===== config.mk =====
export PLATFORM = sky130hd
export DESIGN_NAME = addr_to_cart
export DESIGN_NICKNAME = d
export VERILOG_FILES = /design/src/rtl/addr_to_cart_pkg.sv /design/src/rtl/addr_divmod_const.sv /design/src/rtl/addr_to_cart.sv
export SDC_FILE = /design/constraint.sdc
export NUM_CORES = 1
export LEC_CHECK = 0
export ABC_AREA = 1
export CAP_MARGIN = 20
export CORE_AREA = 4 4 80 97
export CTS_CLUSTER_DIAMETER = 80
export DETAILED_ROUTE_END_ITERATION = 10
export DIE_AREA = 0 0 84 101
export GPL_TIMING_DRIVEN = 0
export PLACE_DENSITY = 0.8
export SLEW_MARGIN = 15
export SYNTH_ARGS = -nofsm -noshare
export SYNTH_HDL_FRONTEND = slang
export SYNTH_SLANG_ARGS = --single-unit

===== constraint.sdc =====
create_clock -name clock -period 1.1 [get_ports clock]
set_clock_uncertainty 0.2 [all_clocks]
set_input_delay 0.22 -clock clock [delete_from_list [all_inputs] [get_ports clock]]
set_output_delay 0.22 -clock clock [all_outputs]
set_load 0.05 [all_outputs]

===== src/rtl/addr_to_cart_pkg.sv =====
// addr_to_cart_pkg: screen geometry defaults and elaboration-time helpers shared
// by the linear-address to (x, y) converter.
package addr_to_cart_pkg;

  localparam int unsigned H_RES         = 640;
  localparam int unsigned V_RES         = 480;
  localparam int unsigned SCREEN_PIXELS = H_RES * V_RES;
  localparam int unsigned ADDR_W        = 19;
  localparam int unsigned COORD_W       = 10;

  // Number of trailing zero bits; the power-of-two part of a divisor is peeled off as a shift.
  function automatic int unsigned trailingZeros(input int unsigned v);
    int unsigned n;
    n = 0;
    if (v == 0) return 0;
    while (((v >> n) & 32'd1) == 32'd0) n++;
    return n;
  endfunction

  // Bits needed to hold 0..maxVal, never less than one.
  function automatic int unsigned bitsFor(input int unsigned maxVal);
    int unsigned w;
    w = 1;
    while ((w < 32) && ((maxVal >> w) != 0)) w++;
    return w;
  endfunction

endpackage


===== src/rtl/addr_divmod_const.sv =====
// addr_divmod_const: combinational quotient/remainder by a constant divisor.
// The quotient comes from a reciprocal multiply; the remainder is recovered by subtracting
// quotient * divisor from the dividend.
module addr_divmod_const
  import addr_to_cart_pkg::*;
#(
  parameter int unsigned DIVISOR = 5,
  parameter int unsigned IN_W    = 12,
  parameter int unsigned REM_W   = bitsFor(DIVISOR - 1)
) (
  input  logic [IN_W-1:0]  dividend,
  output logic [IN_W-1:0]  quot,
  output logic [REM_W-1:0] rem
);

  // With Shift = IN_W + ceil-ish log2(DIVISOR) and Mult = ceil(2^Shift / DIVISOR), the
  // reciprocal error stays below 1/DIVISOR for every IN_W-bit dividend, so the estimate is exact.
  localparam int unsigned DivBits = bitsFor(DIVISOR);
  localparam int unsigned Shift   = IN_W + DivBits;
  localparam int unsigned MultW   = Shift + 1;
  localparam int unsigned ProdW   = IN_W + MultW;
  localparam longint unsigned MultVal =
      ((64'd1 << Shift) + 64'(DIVISOR) - 64'd1) / 64'(DIVISOR);
  localparam logic [MultW-1:0] Mult = MultW'(MultVal);

  logic [ProdW-1:0] prod;
  logic [IN_W-1:0]  quotTimesDiv;

  // Reciprocal multiply for the quotient, then subtract back for the remainder.
  always_comb begin
    prod         = ProdW'(dividend) * ProdW'(Mult);
    quot         = IN_W'(prod >> Shift);
    quotTimesDiv = quot * IN_W'(DIVISOR);
    rem          = REM_W'(dividend - quotTimesDiv);
  end

endmodule


===== src/rtl/addr_to_cart.sv =====
// addr_to_cart: converts a row-major linear pixel address into (x, y) plus an on-screen flag.
// H_RES is split into 2^k * odd; the low k address bits pass straight into x and only the
// coarse address (addr >> k) goes through the constant divider.
// Build option: define ADDR_TO_CART_PIPE_EN for a two-stage pipeline (latency 2);
// otherwise the conversion is one combinational step into the output register (latency 1).
module addr_to_cart #(
  parameter int unsigned H_RES   = addr_to_cart_pkg::H_RES,
  parameter int unsigned V_RES   = addr_to_cart_pkg::V_RES,
  parameter int unsigned ADDR_W  = addr_to_cart_pkg::ADDR_W,
  parameter int unsigned COORD_W = addr_to_cart_pkg::COORD_W
) (
  input  logic               clock,
  input  logic               resetn,
  input  logic               in_valid,
  input  logic [ADDR_W-1:0]  addr,
  output logic               out_valid,
  output logic [COORD_W-1:0] x,
  output logic [COORD_W-1:0] y,
  output logic               in_screen
);
  import addr_to_cart_pkg::*;

  localparam int unsigned LowBits = trailingZeros(H_RES);
  localparam int unsigned OddDiv  = H_RES >> LowBits;
  localparam int unsigned CoarseW = ADDR_W - LowBits;
  localparam int unsigned RemW    = bitsFor(OddDiv - 1);
  localparam logic [ADDR_W-1:0] LowMask = ADDR_W'((64'd1 << LowBits) - 64'd1);

  logic [CoarseW-1:0] coarse;
  logic [CoarseW-1:0] quot;
  logic [RemW-1:0]    rem;

  assign coarse = CoarseW'(addr >> LowBits);

  addr_divmod_const #(
    .DIVISOR (OddDiv),
    .IN_W    (CoarseW),
    .REM_W   (RemW)
  ) u_divmod (
    .dividend (coarse),
    .quot     (quot),
    .rem      (rem)
  );

  // Operands feeding the final assembly stage.
  logic               asmValid;
  logic [CoarseW-1:0] asmQuot;
  logic [RemW-1:0]    asmRem;
  logic [ADDR_W-1:0]  asmLow;

`ifdef ADDR_TO_CART_PIPE_EN
  logic               s1Valid;
  logic [CoarseW-1:0] s1Quot;
  logic [RemW-1:0]    s1Rem;
  logic [ADDR_W-1:0]  s1Low;

  // Stage 1 valid bit; cleared by reset so in-flight addresses are dropped.
  always_ff @(posedge clock or negedge resetn) begin
    if (!resetn) s1Valid <= 1'b0;
    else         s1Valid <= in_valid;
  end

  // Stage 1 data: coarse quotient, remainder and pass-through low bits, loaded only on valid.
  always_ff @(posedge clock or negedge resetn) begin
    if (!resetn) begin
      s1Quot <= '0;
      s1Rem  <= '0;
      s1Low  <= '0;
    end else if (in_valid) begin
      s1Quot <= quot;
      s1Rem  <= rem;
      s1Low  <= addr & LowMask;
    end
  end

  assign asmValid = s1Valid;
  assign asmQuot  = s1Quot;
  assign asmRem   = s1Rem;
  assign asmLow   = s1Low;
`else
  assign asmValid = in_valid;
  assign asmQuot  = quot;
  assign asmRem   = rem;
  assign asmLow   = addr & LowMask;
`endif

  logic [COORD_W-1:0] xNext;
  logic [COORD_W-1:0] yNext;
  logic               inScreenNext;

  // Final assembly: x rejoins remainder and low bits; addr < H_RES*V_RES iff row < V_RES.
  always_comb begin
    xNext        = COORD_W'((ADDR_W'(asmRem) << LowBits) | asmLow);
    yNext        = COORD_W'(asmQuot);
    inScreenNext = 32'(asmQuot) < V_RES;
  end

  // Output valid bit.
  always_ff @(posedge clock or negedge resetn) begin
    if (!resetn) out_valid <= 1'b0;
    else         out_valid <= asmValid;
  end

  // Output data registers hold the last valid result between valid cycles.
  always_ff @(posedge clock or negedge resetn) begin
    if (!resetn) begin
      x         <= '0;
      y         <= '0;
      in_screen <= 1'b0;
    end else if (asmValid) begin
      x         <= xNext;
      y         <= yNext;
      in_screen <= inScreenNext;
    end
  end

endmodule


==> impl_metrics.yaml <==
drt:
  drc_errors: 0
  vias_per_cell: 5.28
  drt_iter0_drc: 184
  drt-wirelength-per-cell_um: 15.9
  vias: 3503
  ant_nets: 0
  dr.pass1.iters: 4
  drt_wl_total_um: 10600
placement:
  place_ws_ns: -4.65
  hpwl_um: 7470
  gp_congestion: 0.868
  dpl.cell_count: 601
  port_buffers: 43
grt:
  track_usage_pct: 24.1
  first_global_vias: 3590
  grt_pass1_wl_um: 16300
  grt_max_degree: 23
  antenna_found_initial: 0
  gr-total-overflow: 0
logic_synthesis:
  yosysTopAreaCell: "ha_1"
  ys_ff_latch: 22
  synth_warnings: 0
  yosysMostFrequentCell: "inv_1"
  synthesis.nets: 620
  synth_edf_count: 0
  synthTopCellsByArea: "ha_1 (29%), fa_1 (20%), dfrtp_1 (14%)"
  synth_area_mm2: 0.00386
  syn-instance-count: 471
  ys_types: 28
  syn_avg_cell_area_um2: 8.20
  async_flop_share_pct: 100
  synth_common_cells: "inv_1 (108), nand2_1 (103), ha_1 (89)"
  yosysSeqAreaShare_pct: 14.3
  synth.top_cell.area_share_pct: 28.8
  synthFlopType: "dfrtp_1"
floorplanning:
  rows: 33
  die_area_mm2: 0.00848
  start_util_pct: 57.0
  io_pins: 44
  die_w_um: 84
  core_area_mm2: 0.00677
  die_y_um: 101
clock_network:
  cts_root_buf: "clkbuf_8"
  tritoncts: "done"
  cts_max_level: 1
  path_clk_slew_ns: 0.08
  insertion_delay_ns: 0.27
  numCtsBuffers: 3
  clockBufferDepth: 2
  cts_sinks: 22
  ctsHoldBuffers: 1
critical_path:
  rr_worst_depth: 4
  criticalPathCategory: "input port to register"
  slowest_delay_ns: 0.52
  worstPathRequired_ns: 1.07
  reg2reg_from: "y[6]$_DFFE_PN0P_"
  r2r-end: "y[6]$_DFFE_PN0P_"
  crit_slowest_cell: "fa_1"
  crit_arrival_ns: 4.73
  r2r_slack_ns: -0.07
  end_kind: "register"
  crit_path_max_fanout: 4
  critPathLaunchType: "input port"
layout:
  drive_gt1_share_pct: 32.1
  final_nets: 726
  area_growth_syn_to_layout_pct: 42.5
  n_antenna_cell: 0
  layoutNonFillerInstCount: 663
sta:
  setup_viol: 38
  fin_crit_sh_pct: 433
  drv_slew: 0
  fin_ws_ns: -3.66
  grt_setup_unrepaired: "yes"
  finalHoldViolations: 22
  slew_headroom_pct: 64.2
  post-route-min-period_ns: 4.76
  worst_pin_slew_ns: 0.537
  hold_slack_ns: -0.287
  fmax_mhz: 210
outcome:
  violations: "negative hold slack, negative setup slack"
  status: "finished, violations left"
hold_path:
  hold_path.class: "input port to asynchronous set/reset pin"
flow_run:
  max-cap-violations: 0
==> worst max-delay path by stage <==
| stage | startpoint | endpoint |
|---|---|---|
| 5_1_grt | addr[7] | x[9]$_DFFE_PN0P_ |
| 3_3_place_gp | addr[8] | x[9]$_DFFE_PN0P_ |
| 4_1_cts | addr[14] | x[9]$_DFFE_PN0P_ |
| 2_1_floorplan | addr[10] | x[9]$_DFFE_PN0P_ |
| 3_5_place_dp | addr[8] | x[9]$_DFFE_PN0P_ |
| 6_report | addr[9] | x[9]$_DFFE_PN0P_ |
==> registers in the layout, summed over array words and instances, names as in the netlist <==
signal     cells
out_valid      1
x             10
y             10
in_screen      1
==> area by class of cell <==
class	count	area (µm²)
Buffer	3	30.0
Clock buffer	3	41.3
Multi-Input combinational cell	336	3340
Inverter	109	423
Sequential cell	22	551
Fill cell	392	1270
Tap cell	87	109
Timing Repair Buffer	102	983
Clock inverter	1	30.0
==> kinds of logic after synthesis <==
logic type / Yosys count / synth area share, %
compound gates: 36 / 5.22
flops: 22 / 14.3
xor+xnor: 11 / 2.50
fa+ha+maj: 127 / 48.5
simple gates: 162 / 18.1
buf+inv: 113 / 11.4
==> routing by layer <==
| metal | share of wire (%) | global-route usage [%] |
|---|---|---|
| met2 | 56 | 48.1 |
| met1 | 37 | 25.7 |
| met5 | 0 | 0 |
| met4 | 3.6 | 9.41 |
| met3 | 3.0 | 2.29 |
==> cell usage in the layout (no fill, tap or decap), types with 13 or more instances in the layout <==
| cell type | netlist | layout |
|---|---|---|
| buf_4 | 0 | 52 |
| buf_6 | 2 | 31 |
| dfrtp_1 | 22 | 22 |
| fa_1 | 38 | 37 |
| ha_1 | 89 | 69 |
| ha_4 | 0 | 19 |
| inv_1 | 108 | 94 |
| nand2_1 | 103 | 88 |
| nand2_2 | 6 | 15 |
| nand3_1 | 15 | 13 |
| nor2_1 | 21 | 18 |
==> stage by stage <==
stage	setup TNS (ns)	util (%)	area (µm²)
after floorplan	-38.32	-	4110
after global placement	-76.33	68.6	4650
after detailed placement	-77.95	68.6	4650
after CTS	-43.74	76.5	5180
after global routing	-48.31	81.3	5500
final	-45.37	81.3	5500
==> critical path: cells and delay by family <==
family | cells | cell delay (ns)
XOR/XNOR | 2 | 0.30
adder cells (fa/ha/maj) | 8 | 2.82
AND/OR/NAND/NOR | 12 | 1.13
buffers and inverters | 4 | 0.24
==> what timing repair did <==
item	4_1_cts	5_1_grt
endpoints found under the hold margin	1	22
resized for setup	264	48
endpoints found under the setup margin	65	65
buffers inserted	34	25
pin swaps	24	38
Power is not shown: default switching activity piles up to over one toggle a cycle in this logic, so the estimate is an artifact.
